--- config.mk ---
export PLATFORM = sky130hd
export DESIGN_NAME = gpio_debounce_flat
export DESIGN_NICKNAME = d
export VERILOG_FILES = /design/src/rtl/gpio_debounce_if.sv /design/src/rtl/gpio_debounce.sv /design/src/flat_wrapper.sv
export SDC_FILE = /design/constraint.sdc
export NUM_CORES = 1
export LEC_CHECK = 0
export ABC_AREA = 1
export BUFFER_PORTS_ARGS = -buffer_cell sky130_fd_sc_hd__buf_2
export CAP_MARGIN = 20
export CORE_MARGIN = 1
export CORE_UTILIZATION = 41
export CTS_CLUSTER_DIAMETER = 30
export CTS_CLUSTER_SIZE = 14
export DETAILED_ROUTE_END_ITERATION = 10
export PLACE_DENSITY = 0.6
export SYNTH_ARGS = -nofsm -noshare
export SYNTH_HDL_FRONTEND = slang
export SYNTH_SLANG_ARGS = --single-unit
--- constraint.sdc ---
create_clock -name clk_i -period 2.6 [get_ports clk_i]
set_input_delay 0.13 -clock clk_i [delete_from_list [all_inputs] [get_ports clk_i]]
set_output_delay 0.13 -clock clk_i [all_outputs]
set_load 0.005 [all_outputs]
--- src/rtl/gpio_debounce_if.sv ---
// Pad-side and controller-side signal bundle of the GPIO input conditioner.
// The host drives pads and configuration; the conditioner returns clean levels.
interface gpio_debounce_if #(
    parameter int PIN_NUM   = 32,
    parameter int CNT_WIDTH = 8,
    parameter int DIV_WIDTH = 16
);
    logic [PIN_NUM-1:0]   gpio_pad_i;
    logic [PIN_NUM-1:0]   en_i;
    logic [DIV_WIDTH-1:0] div_i;
    logic [CNT_WIDTH-1:0] thresh_i;
    logic [PIN_NUM-1:0]   gpio_in_o;
    logic [PIN_NUM-1:0]   chg_o;

    modport master (
        output gpio_pad_i,
        output en_i,
        output div_i,
        output thresh_i,
        input  gpio_in_o,
        input  chg_o
    );

    modport slave (
        input  gpio_pad_i,
        input  en_i,
        input  div_i,
        input  thresh_i,
        output gpio_in_o,
        output chg_o
    );
endinterface

--- src/rtl/gpio_debounce.sv ---
// Per-pin GPIO input conditioner: 2-flop synchroniser, shared sample
// prescaler and per-pin stability counter with bypass and change pulse.
module gpio_debounce #(
    parameter int PIN_NUM   = 32,
    parameter int CNT_WIDTH = 8,
    parameter int DIV_WIDTH = 16
) (
    input logic clk_i,
    input logic rst_n_i,
    gpio_debounce_if.slave bus
);
    localparam int CW1 = CNT_WIDTH + 1;

    logic [PIN_NUM-1:0]   sync_d1;
    logic [PIN_NUM-1:0]   sync_q;
    logic [PIN_NUM-1:0]   out_q;
    logic [PIN_NUM-1:0]   out_d;
    logic [PIN_NUM-1:0]   chg_q;
    logic [DIV_WIDTH-1:0] psc_cnt;
    logic                 tick;
    logic [CW1-1:0]       thr;
    logic [CNT_WIDTH-1:0] cnt   [PIN_NUM];
    logic [CNT_WIDTH-1:0] cnt_d [PIN_NUM];

    // >= rather than == so lowering div_i never forces a full wrap-around
    assign tick = (psc_cnt >= bus.div_i);
    assign thr  = (bus.thresh_i == '0) ? CW1'(1) : {1'b0, bus.thresh_i};

    always_comb begin
        out_d = out_q;
        for (int i = 0; i < PIN_NUM; i++) begin
            cnt_d[i] = cnt[i];
            if (!bus.en_i[i]) begin
                out_d[i] = sync_q[i];
                cnt_d[i] = '0;
            end else if (tick) begin
                if (sync_q[i] == out_q[i]) begin
                    cnt_d[i] = '0;
                end else if ({1'b0, cnt[i]} + CW1'(1) >= thr) begin
                    out_d[i] = sync_q[i];
                    cnt_d[i] = '0;
                end else begin
                    cnt_d[i] = cnt[i] + CNT_WIDTH'(1);
                end
            end
        end
    end

    always_ff @(posedge clk_i or negedge rst_n_i) begin
        if (!rst_n_i) begin
            sync_d1 <= '0;
            sync_q  <= '0;
            out_q   <= '0;
            chg_q   <= '0;
            psc_cnt <= '0;
            for (int i = 0; i < PIN_NUM; i++) begin
                cnt[i] <= '0;
            end
        end else begin
            sync_d1 <= bus.gpio_pad_i;
            sync_q  <= sync_d1;
            out_q   <= out_d;
            chg_q   <= out_d ^ out_q;
            psc_cnt <= tick ? '0 : psc_cnt + DIV_WIDTH'(1);
            for (int i = 0; i < PIN_NUM; i++) begin
                cnt[i] <= cnt_d[i];
            end
        end
    end

    assign bus.gpio_in_o = out_q;
    assign bus.chg_o     = chg_q;
endmodule

--- src/flat_wrapper.sv ---
// flat-port wrapper written by rule: the top's interface ports become plain ports
module gpio_debounce_flat 
#(
    parameter int PIN_NUM   = 32,
    parameter int CNT_WIDTH = 8,
    parameter int DIV_WIDTH = 16
)
  (clk_i, rst_n_i, bus_gpio_pad_i, bus_en_i, bus_div_i, bus_thresh_i, bus_gpio_in_o, bus_chg_o);
  gpio_debounce_if #(.PIN_NUM(PIN_NUM), .CNT_WIDTH(CNT_WIDTH), .DIV_WIDTH(DIV_WIDTH)) bus_i ();
  input logic clk_i;
  input logic rst_n_i;
  input wire logic [$bits(bus_i.gpio_pad_i)-1:0] bus_gpio_pad_i;
  input wire logic [$bits(bus_i.en_i)-1:0] bus_en_i;
  input wire logic [$bits(bus_i.div_i)-1:0] bus_div_i;
  input wire logic [$bits(bus_i.thresh_i)-1:0] bus_thresh_i;
  output wire logic [$bits(bus_i.gpio_in_o)-1:0] bus_gpio_in_o;
  output wire logic [$bits(bus_i.chg_o)-1:0] bus_chg_o;
  assign bus_i.gpio_pad_i = bus_gpio_pad_i;
  assign bus_i.en_i = bus_en_i;
  assign bus_i.div_i = bus_div_i;
  assign bus_i.thresh_i = bus_thresh_i;
  assign bus_gpio_in_o = bus_i.gpio_in_o;
  assign bus_chg_o = bus_i.chg_o;
  gpio_debounce #(.PIN_NUM(PIN_NUM), .CNT_WIDTH(CNT_WIDTH), .DIV_WIDTH(DIV_WIDTH)) u_core (.clk_i(clk_i), .rst_n_i(rst_n_i), .bus(bus_i));
endmodule
After elaboration in Yosys (flattened, before gate mapping)
Index checks and enable logic that the tools add are counted.
{"block": "word_totals", "n_memories": 0, "word_cells": 459, "mem_bits_rw": 0, "latch_bits": 0, "mem_bits_ro": 0, "ff_bits": 400}
{"block": "classes", "n_mul": 0, "bitwise_logic": 1, "n_div": 0, "add_sub_neg": 65, "reduce_logical": 1, "shift": 0, "mux": 258, "n_eq_ne": 64, "magnitude_cmp": 33}
{"operator": "$mux W8", "n": 129}
{"operator": "$add A8 B1 Y9 const B", "n": 32}
{"operator": "$ge A9 B9 Y1", "n": 32}
{"operator": "$add A8 B1 Y8 const B", "n": 32}
{"operator": "$mux W1", "n": 128}
{"operator": "$ne A2 B1 Y1 const B", "n": 32}
{"operator": "$eq A1 B1 Y1", "n": 32}
{"operator": "$xor A32 B32 Y32", "n": 1}
{"operator": "$add A16 B1 Y16 const B", "n": 1}
{"operator": "$ge A16 B16 Y1", "n": 1}
{"operator": "$mux W16", "n": 1}
{"operator": "$logic_not A8 Y1", "n": 1}

Depth between registers and ports, before layout
Gate-level depths: netlist of the first run.
{"block": "depth", "ltp_word": 8, "depth_mapped": 18}

Worst setup path before layout of the first run
No wires, ideal clock.
{"block": "synth_path", "path_type": "in2reg", "from": "input bus_thresh_i[7]", "to": "register u_core.cnt[176] (netlist bit)", "slack_ns": -0.241, "cell_stages": 15, "setup_time_ns": 0.065, "t_arrival_ns": 2.776, "n_path_buf": 1, "cell_sequence": "inv_1 > a41o_1 > ha_1 > inv_1 > a21oi_1 > nand2_1 > nand3_1 > nand2_1 > nand2_1 > nand2_1 > nand2_1 > and2_1 > clkbuf_1 > nand3b_1 > nand2_1"}
{"block": "synth_between", "elab_chain_len": 7}
{"item": "from (decl)", "line_no": "flat_wrapper.sv:15", "rtl": "input wire logic [$bits(bus_i.thresh_i)-1:0] bus_thresh_i;"}
{"item": "$logic_not A8 Y1", "line_no": "gpio_debounce.sv:27", "rtl": "assign thr = (bus.thresh_i == '0) ? CW1'(1) : {1'b0, bus.thresh_i};"}
{"item": "$mux W8 *", "line_no": "gpio_debounce.sv:27"}
{"item": "$ge A9 B9 Y1 *", "line_no": "gpio_debounce.sv:39", "rtl": "end else if ({1'b0, cnt[i]} + CW1'(1) >= thr) begin"}
{"item": "$mux W8 *", "line_no": "gpio_debounce.sv:39"}
{"item": "$mux W8 *", "line_no": "gpio_debounce.sv:37", "rtl": "if (sync_q[i] == out_q[i]) begin"}
{"item": "$mux W8 *", "line_no": "gpio_debounce.sv:36", "rtl": "end else if (tick) begin"}
{"item": "$mux W8 *", "line_no": "gpio_debounce.sv:33", "rtl": "if (!bus.en_i[i]) begin"}
{"item": "to (signal, indexed assignment)", "line_no": "gpio_debounce.sv:66", "rtl": "cnt[i] <= cnt_d[i];"}
{"item": "to (decl)", "line_no": "gpio_debounce.sv:22", "rtl": "logic [CNT_WIDTH-1:0] cnt [PIN_NUM];"}
Mark *: on every way between the ends. The rest lies on a longest branch, timed or not. The select of a mux whose other input is x is not followed.
A chain may end at the register's enable or synchronous reset.

Worst setup path in the final report of the first run
{"block": "layout_path", "from": "register u_core.cnt[57] (netlist bit)", "to": "register u_core.cnt[63] (netlist bit)"}
{"block": "layout_between", "elab_chain_len": 6, "elab_cells_between_ends": 7, "cone_classes": "add/sub (2); order compare (1); mux (4)"}
{"item": "$add A8 B1 Y9", "line_no": "gpio_debounce.sv:39"}
{"item": "$ge A9 B9 Y1", "line_no": "gpio_debounce.sv:39"}
{"item": "$mux W8 *", "line_no": "gpio_debounce.sv:39"}
{"item": "$mux W8 *", "line_no": "gpio_debounce.sv:37"}
{"item": "$mux W8 *", "line_no": "gpio_debounce.sv:36"}
{"item": "$mux W8 *", "line_no": "gpio_debounce.sv:33"}
Marked as above.

==> results.py, run 1 <==
metrics = {
    "status": {
        "status": "finished clean",
    },
    "synthesis": {
        "synth_edf_count": 0,
        "yosysSeqAreaShare_pct": 35.9,
        "synth_nets": 4076,
        "synth_ff_type": "dfrtp_1",
        "syn_area_per_cell_um2": 7.50,
        "synth_seq_cells": 400,
        "syn_inst": 3713,
        "yosys.area.top_type": "dfrtp_1",
        "synth_cell_types": 44,
        "synth_area_leaders": "dfrtp_1 (36%), nand2_1 (13%), ha_1 (12%)",
        "synthArstFlopShare_pct": 100,
        "synth_area_um2": 27900,
        "yosysTopAreaCellShare_pct": 35.9,
        "synth_most_common_cell": "nand2_1",
        "ys.warnings.count": 0,
        "synth_common_cells": "nand2_1 (970), inv_1 (555), dfrtp_1 (400)",
    },
    "detailed_routing": {
        "ant_nets": 0,
        "drtIter0Drc": 1266,
        "drt_wl_total_um": 73500,
        "drc_errors": 0,
        "drt_first_pass_iters": 5,
        "drt-wirelength-per-cell_um": 14.3,
        "vias_per_cell": 4.89,
        "vias": 25129,
    },
    "placed_design": {
        "io_buffers": 153,
        "dpl_worst_slack_ns": 0.0757,
        "gp_congestion": 0.853,
        "dp_hpwl_um": 49900,
    },
    "critical_path": {
        "path_cells": "ha_4 > nand3_1 > nand3b_1 > xor2_1 > inv_1 > ha_4 > nand3_4 > nor3_2 > nand3_1 > nand3_1 > nand3b_1 > nor2_4 > buf_12 > nand3_1 > nand2_1",
        "end_kind": "flip-flop",
        "cp-start-kind": "flip-flop",
        "critical_path_class": "flip-flop to flip-flop",
        "cpMostUsedCell": "nand3_1",
        "cpMaxStageDelayCell": "dfrtp_1",
        "worstPathMaxFanout": 8,
        "worst-endpoint-required_ns": 3.11,
        "critical_path.max_stage_delay_ns": 0.41,
        "cp.arrival_ns": 3.05,
    },
    "sta": {
        "slew_headroom_pct": 55.0,
        "finalCritPeriodShare_pct": 97.7,
        "hold_viol": 0,
        "period_needed_ns": 2.54,
        "slew_viol_final": 0,
        "rsz0062_at_grt": "yes",
        "fmax_mhz": 394,
        "skew_ns": 0.0180,
        "worstMarginPinSlew_ns": 0.675,
        "setup_ws_ns": 0.0603,
        "setup_viol": 0,
    },
    "floorplan": {
        "die-area_um2": 69000,
        "core_region_area_um2": 67200,
        "num_rows": 95,
        "io_pins": 154,
        "initial_core_util_pct": 41.5,
        "die_h_um": 263,
        "die_w_um": 263,
    },
    "min_path": {
        "hp-class": "input pin to flip-flop",
    },
    "finish": {
        "final_util_pct": 53.8,
        "area_growth_pct": 29.7,
        "drive_above_1_share_pct": 17.6,
        "nNetsFinal": 4529,
    },
    "cts": {
        "numCtsBuffers": 110,
        "clockRootBuffer": "clkbuf_16",
        "cts_tree": "yes",
        "cts_max_level": 3,
        "cts_sinks": 400,
        "clk_latency_ns": 0.64,
        "clock_path_buffers": 3,
        "clkTransAtPathRegs_ns": 0.04,
    },
    "job": {
        "max_cap_viol_count": 0,
    },
    "pwr": {
        "peakVddDrop_mv": 0.493,
        "p_leak_nw": 19.7,
        "p_per_area_nw_per_um2": 669,
    },
    "global_routing": {
        "grt_usage_pct": 21.3,
        "grt_max_degree": 77,
        "grt_pass1_wl_um": 121000,
        "overflow": 0,
        "grt_pass1_vias": 24661,
        "antenna_found_initial": 3,
    },
}
==> worst max-delay path, delay by kind of cell (launching register included) <==
family | cells | cell delay, ns
xor gates and xnor gates | 1 | 0.18
adders and majority gates | 2 | 0.47
buffers and inverters | 2 | 0.27
DFF | 1 | 0.41
and+or+nand+nor | 10 | 1.08
==> metal layers <==
| layer | track usage [%] | wire (µm) | vias to the layer above |
|---|---|---|---|
| li1 | - | - | 12963 |
| met1 | 27.5 | 33800 | 11617 |
| met5 | 0 | 0 | - |
| met4 | 8.24 | 2000 | 0 |
| met2 | 35.9 | 35000 | 422 |
| met3 | 3.04 | 2790 | 127 |
==> cell usage in the layout (no fill, tap or decap), drive strengths merged <==
master         n
a21o           4
a21oi        117
a31o           7
a41o           1
and2          14
and3           9
buf          318
bufinv        15
clkbuf       153
clkinv        26
clkinvlp      11
dfrtp        400
diode          2
dlygate4sd3   64
ha           273
inv          575
nand2        979
nand3        386
nand3b        39
nand4        158
nor2         380
nor3          33
nor3b          3
nor4           4
o21ai         39
o21bai        48
o22ai         14
o31ai          2
or2            2
xnor2         69
xor2         117
==> timing repair <==
item,in CTS,in global routing
gates resized for setup,0,178
setup buffers,0,44
hold buffers,64,0
endpoints found under the hold margin,352,0
endpoints found under the setup margin,0,259
==> report_power, final <==
part           total (mW)  leakage, nW  switching, mW  internal (mW)
Sequential           6.93         5.33          0.313           6.62
Clock                13.9         1.90           3.98           9.95
Combinational        3.29         12.5           2.02           1.27
Total                24.2         19.7           6.32           17.8
==> metrics by stage <==
stage          area (µm²)  hold WS, ns  total power, mW  std cells  TNS, ns
2_1_floorplan       27900       -0.166             8.89       3713        0
3_3_place_gp        30600        0.169             10.1       4820        0
3_5_place_dp        30600        0.170             10.1       4820        0
4_1_cts             35100       0.0189             24.3       5090        0
5_1_grt             36100       0.0507             25.3       5135    -1.90
6_report            36100       0.0526             24.2       5135        0
==> area by class of cell <==
cell class / instances / area (µm²)
clock buffer: 153 / 3210
multi-input combinational: 2698 / 16100
sequential: 400 / 10000
fill: 6222 / 31000
timing repair buffer: 382 / 2860
antenna: 2 / 5.00
inverter: 574 / 2160
clock inverter: 53 / 684
tap: 873 / 1090
==> path summary, 6_finish.rpt <==
path / startpoint / to / slack [ns] / depth (start not counted)
hold / removal: bus_en_i[24] / u_core.cnt[60] / 0.05 / 5
min in group asynchronous: rst_n_i / u_core.sync_d1[6] / 0.07 / 2
max in group asynchronous: rst_n_i / u_core.psc_cnt[5] / 1.65 / 3
setup reg to reg: u_core.cnt[57] / u_core.cnt[63] / 0.06 / 15
hold reg to reg: u_core.sync_d1[21] / u_core.sync_q[21] / 0.34 / 0
setup / recovery: u_core.cnt[57] / u_core.cnt[63] / 0.06 / 15
==> flip-flops by register name, summed over array words and instances, names as in the netlist <==
name	cells
u_core.psc_cnt	16
u_core.cnt	256
u_core.sync_q	32
u_core.bus.chg_o	32
u_core.bus.gpio_in_o	32
u_core.sync_d1	32
==> cell families after synthesis <==
logic type | synth area share [%]
and+or+nand+nor | 32.2
AOI/OAI and AO/OA | 5.03
adders and majority gates | 12.3
buffers and inverters | 8.70
DFF | 35.9
xor gates and xnor gates | 5.85
Power figures use the tool's default switching activity.
==> inputs of run 2 (changes only) <==
Settings changed: PLACE_DENSITY 0.6 to 0.58.
Clock period 2.6 ns to 3.3 ns, I/O delays scaled along.
==> results.py, run 2 (same netlist as run 1, synthesis figures left out) <==
metrics = {
    "cts": {
        "clk_latency_ns": 0.66,
        "cts_sinks": 400,
        "cts_max_level": 3,
        "cts_tree": "yes",
        "clock_path_buffers": 3,
        "numCtsBuffers": 117,
        "clockRootBuffer": "clkbuf_16",
        "post_cts_resized": 0,
        "clkTransAtPathRegs_ns": 0.04,
    },
    "pwr": {
        "p_per_area_nw_per_um2": 563,
        "p_leak_nw": 19.1,
        "peakVddDrop_mv": 0.425,
    },
    "job": {
        "max_cap_viol_count": 0,
    },
    "detailed_routing": {
        "wl_met1_um": 33300,
        "drt_first_pass_iters": 6,
        "drtIter0Drc": 1419,
        "vias": 24345,
        "top_layer": "met4",
        "route.met3.wl_um": 2690,
        "drt-wirelength-per-cell_um": 14.2,
        "vias_per_cell": 4.86,
        "drc_errors": 0,
        "ant_nets": 0,
        "wl_met2_um": 33500,
        "drt_wl_total_um": 71000,
    },
    "critical_path": {
        "r2r_setup_slack_ns": 0.52,
        "critical_path_class": "flip-flop to flip-flop",
        "path_buf_inv": 1,
        "worstPathMaxFanout": 7,
        "cp.arrival_ns": 3.37,
        "end_kind": "flip-flop",
        "cpLargestDelayFamily": "simple AND/OR/NAND/NOR gates",
        "worst-endpoint-required_ns": 3.89,
        "cp-start-kind": "flip-flop",
        "path_cells": "ha_1 > and3_1 > nand2_1 > nor2_1 > xnor2_1 > inv_1 > ha_1 > a21o_1 > a21oi_1 > nand2_1 > nor2_1 > nand2_1 > nor3_2 > nand3_1 > nand2_1",
        "cpMostUsedCell": "nand2_1",
        "critical_path.max_stage_delay_ns": 0.42,
        "cpMaxStageDelayCell": "dfrtp_1",
    },
    "finish": {
        "largest_register": "u_core.cnt",
        "drive_above_1_share_pct": 11.6,
        "final_cell_mix": "nand2_1 (970), inv_1 (549), dfrtp_1 (400)",
        "nNetsFinal": 4397,
        "area_growth_pct": 24.1,
        "final_util_pct": 51.5,
        "largest_register_ff_count": 256,
        "final_common_cell": "nand2_1",
    },
    "sta": {
        "skew_ns": 0.0221,
        "hold_viol": 0,
        "worstMarginPinSlew_ns": 0.766,
        "slew_headroom_pct": 48.8,
        "fmax_mhz": 360,
        "finalCritPeriodShare_pct": 84.1,
        "setup_ws_ns": 0.524,
        "setup-tns-final_ns": 0,
        "period_needed_ns": 2.78,
        "slew_viol_final": 0,
        "rsz0062_at_grt": "no",
        "setup_viol": 0,
    },
    "placed_design": {
        "io_buffers": 153,
        "gp_congestion": 0.840,
        "dp_hpwl_um": 48700,
        "dpl_worst_slack_ns": 0.519,
    },
    "status": {
        "status": "finished clean",
    },
    "floorplan": {
        "die-area_um2": 69000,
        "die_h_um": 263,
        "io_pins": 154,
        "num_rows": 95,
        "core_region_area_um2": 67200,
        "die_w_um": 263,
        "initial_core_util_pct": 41.5,
    },
    "global_routing": {
        "grt_pass1_wl_um": 120000,
        "antenna_found_initial": 2,
        "overflow": 0,
        "grt_max_degree": 95,
        "grt_usage_pct": 21.0,
        "grt_pass1_vias": 24050,
    },
    "min_path": {
        "hp-class": "input pin to async pin",
    },
}
## run 2: area by class of cell
| class | instances | area, µm² |
|---|---|---|
| Timing Repair Buffer | 243 | 1750 |
| Fill cell | 6434 | 32600 |
| Tap cell | 873 | 1090 |
| Clock buffer | 140 | 3140 |
| Multi-Input combinational cell | 2698 | 15400 |
| Inverter | 574 | 2160 |
| Antenna cell | 1 | 2.50 |
| Sequential cell | 400 | 10000 |
| Clock inverter | 79 | 987 |
## run 2: repair_timing
item | CTS | global route
hold buffers | 64 | 0
hold endpoints to repair | 642 | 0
setup buffers | 0 | 0
## run 2: power breakdown
group	switching (mW)	internal [mW]	leakage (nW)
combinational	1.51	0.853	11.8
sequential	0.268	5.21	5.34
clock	3.42	8.20	1.99
total	5.20	14.3	19.1
## run 2: final timing paths
kind | from | end | cells past startpoint
max reg2reg | u_core.cnt[72] | u_core.cnt[78] | 15
max in group asynchronous | rst_n_i | u_core.cnt[34] | 3
min reg2reg | u_core.sync_d1[16] | u_core.sync_q[16] | 0
min in group clk_i | bus_en_i[24] | u_core.cnt[62] | 5
max | u_core.cnt[72] | u_core.cnt[78] | 15
min | rst_n_i | u_core.bus.gpio_in_o[6] | 2
## run 2: stage by stage
| stage | cell area (µm²) | power (mW) | cells | hold WS (ns) |
|---|---|---|---|---|
| 3_3_place_gp | 29800 | 7.86 | 4724 | 0.114 |
| 4_1_cts | 34600 | 19.7 | 5007 | 0.0215 |
| 6_report | 34600 | 19.5 | 5008 | 0.0400 |
| 5_1_grt | 34600 | 20.4 | 5008 | 0.0589 |
| 2_1_floorplan | 27900 | 7.00 | 3713 | -0.131 |
| 3_5_place_dp | 29800 | 7.87 | 4724 | 0.119 |
## run 2: routing by layer
layer,track usage [%],vias up
met5,0,-
met4,6.87,0
met3,3.15,113
met2,35.5,368
met1,27.4,11142
li1,-,12722
==> inputs of run 3 (changes only) <==
Clock period 3.3 ns to 2.7 ns, I/O delays scaled along.
==> results.py, run 3 (same netlist as run 1, synthesis figures left out) <==
metrics = {
    "sta": {
        "slew_headroom_pct": 56.0,
        "setup_viol": 0,
        "slew_viol_final": 0,
        "worstMarginPinSlew_ns": 0.658,
        "finalCritPeriodShare_pct": 93.0,
        "fmax_mhz": 398,
        "period_needed_ns": 2.51,
        "setup-tns-final_ns": 0,
        "hold_viol": 0,
        "skew_ns": 0.0250,
    },
    "detailed_routing": {
        "drc_errors": 0,
        "vias_per_cell": 4.86,
        "drt_first_pass_iters": 4,
        "vias": 24745,
        "drt_wl_total_um": 72100,
        "drt-wirelength-per-cell_um": 14.2,
        "ant_nets": 0,
        "drtIter0Drc": 1470,
    },
    "placed_design": {
        "gp_congestion": 0.847,
        "dp.cells": 4813,
        "io_buffers": 153,
        "dp_hpwl_um": 51600,
        "dpl_cell_area_um2": 30500,
    },
    "critical_path": {
        "cp-start-kind": "flip-flop",
        "end_kind": "flip-flop",
        "path_buf_inv": 2,
        "worstPathMaxFanout": 8,
        "critical_path_class": "flip-flop to flip-flop",
        "cpLargestDelayFamily": "simple AND/OR/NAND/NOR gates",
        "path_cells": "nand2_1 > nor2_1 > nand3_1 > nand3b_1 > xor2_1 > inv_1 > ha_1 > nand3_1 > nor3_1 > nand3_1 > nand3_1 > nand3b_1 > nor2_2 > buf_4 > nand3_1 > nand2_1",
        "worst-endpoint-required_ns": 3.22,
        "cpMostUsedCell": "nand3_1",
        "cp.arrival_ns": 3.03,
        "critical_path.max_stage_delay_ns": 0.43,
        "cpMaxStageDelayCell": "dfrtp_1",
    },
    "pwr": {
        "peakVddDrop_mv": 0.523,
        "p_leak_nw": 19.5,
        "power_mw": 23.3,
        "p_per_area_nw_per_um2": 658,
    },
    "floorplan": {
        "core_region_area_um2": 67200,
        "initial_core_util_pct": 41.5,
        "die-area_um2": 69000,
        "die_w_um": 263,
        "io_pins": 154,
        "die_h_um": 263,
        "num_rows": 95,
    },
    "finish": {
        "largest_register": "u_core.cnt",
        "fin_area_um2": 35400,
        "layout.cells.non_filler": 5090,
        "largest_register_ff_count": 256,
        "diodes": 0,
        "final_common_cell": "nand2_1",
        "final_cell_mix": "nand2_1 (967), inv_1 (546), dfrtp_1 (397)",
        "nNetsFinal": 4492,
        "final_util_pct": 52.7,
        "area_growth_pct": 27.0,
        "drive_above_1_share_pct": 14.9,
    },
    "cts": {
        "clock_path_buffers": 3,
        "cts_max_level": 3,
        "clk_latency_ns": 0.65,
        "numCtsBuffers": 112,
        "clkTransAtPathRegs_ns": 0.04,
        "cts_sinks": 400,
        "clockRootBuffer": "clkbuf_16",
        "cts_tree": "yes",
    },
    "global_routing": {
        "overflow": 0,
        "antenna_found_initial": 2,
        "grtUsageMet3_pct": 3.28,
        "grt_max_degree": 76,
        "grt_pass1_wl_um": 121000,
        "grt_usage_pct": 21.2,
        "use_met1_pct": 27.4,
        "top_usage_layer": "met2",
        "met2_usage_pct": 35.5,
        "grt_pass1_vias": 24337,
    },
    "job": {
        "max_cap_viol_count": 0,
    },
    "min_path": {
        "hp-class": "input pin to async pin",
    },
    "status": {
        "status": "finished clean",
    },
}
-- run 3: changes by cell type in the layout (fill, tap and decap cells not counted), sizes merged, moves of 3 or more --
cell / delta
buf: +100
clkbuf: -5
clkinv: -3
clkinvlp: -4
inv: -4
-- run 3: final timing paths --
check                                         from                  to  slack (ns)  cells after the start
worst max-delay path                u_core.cnt[58]      u_core.cnt[58]        0.19                     16
max in group asynchronous                  rst_n_i   u_core.sync_q[19]        1.80                      3
min in group clk_i                    bus_en_i[24]      u_core.cnt[57]        0.05                      5
worst min-delay path                       rst_n_i  u_core.psc_cnt[14]        0.02                      2
worst max register to register      u_core.cnt[58]      u_core.cnt[58]        0.19                     16
worst min register to register  u_core.sync_d1[10]   u_core.sync_q[10]        0.34                      0
-- run 3: stage by stage --
stage / hold slack (ns) / setup WS [ns]
floorplan: -0.161 / 0.139
global placement: 0.101 / 0.0781
detailed placement: 0.0982 / 0.0692
CTS: 0.0144 / 0.0530
global route: 0.0521 / -0.0510
finish: 0.0239 / 0.189
-- run 3: layout make-up --
| cell class | count | area, µm² |
|---|---|---|
| clock inverters | 67 | 866 |
| inverters | 574 | 2160 |
| fillers | 6401 | 31800 |
| well taps | 873 | 1090 |
| clock buffers | 135 | 3040 |
| multi-input cells | 2698 | 15600 |
| repair buffers | 343 | 2550 |
| flip-flops and latches | 400 | 10000 |
-- run 3: what timing repair did --
| action | in CTS | in global routing |
|---|---|---|
| resized for setup | 0 | 67 |
| endpoints found under the setup margin | 0 | 201 |
| hold endpoints to repair | 645 | 0 |
| setup buffers | 0 | 11 |
| hold buffers | 64 | 0 |
-- run 3: layer usage --
| layer | wire length (µm) | vias up |
|---|---|---|
| met4 | 2160 | 2 |
| met1 | 33400 | 11310 |
| met5 | 13 | - |
| met2 | 34000 | 395 |
| met3 | 2610 | 141 |
| li1 | - | 12897 |
-- run 3: power breakdown --
group	switching, mW	leakage, nW	internal (mW)
clock network	3.94	1.90	9.61
logic	1.89	12.2	1.14
registers	0.317	5.34	6.38
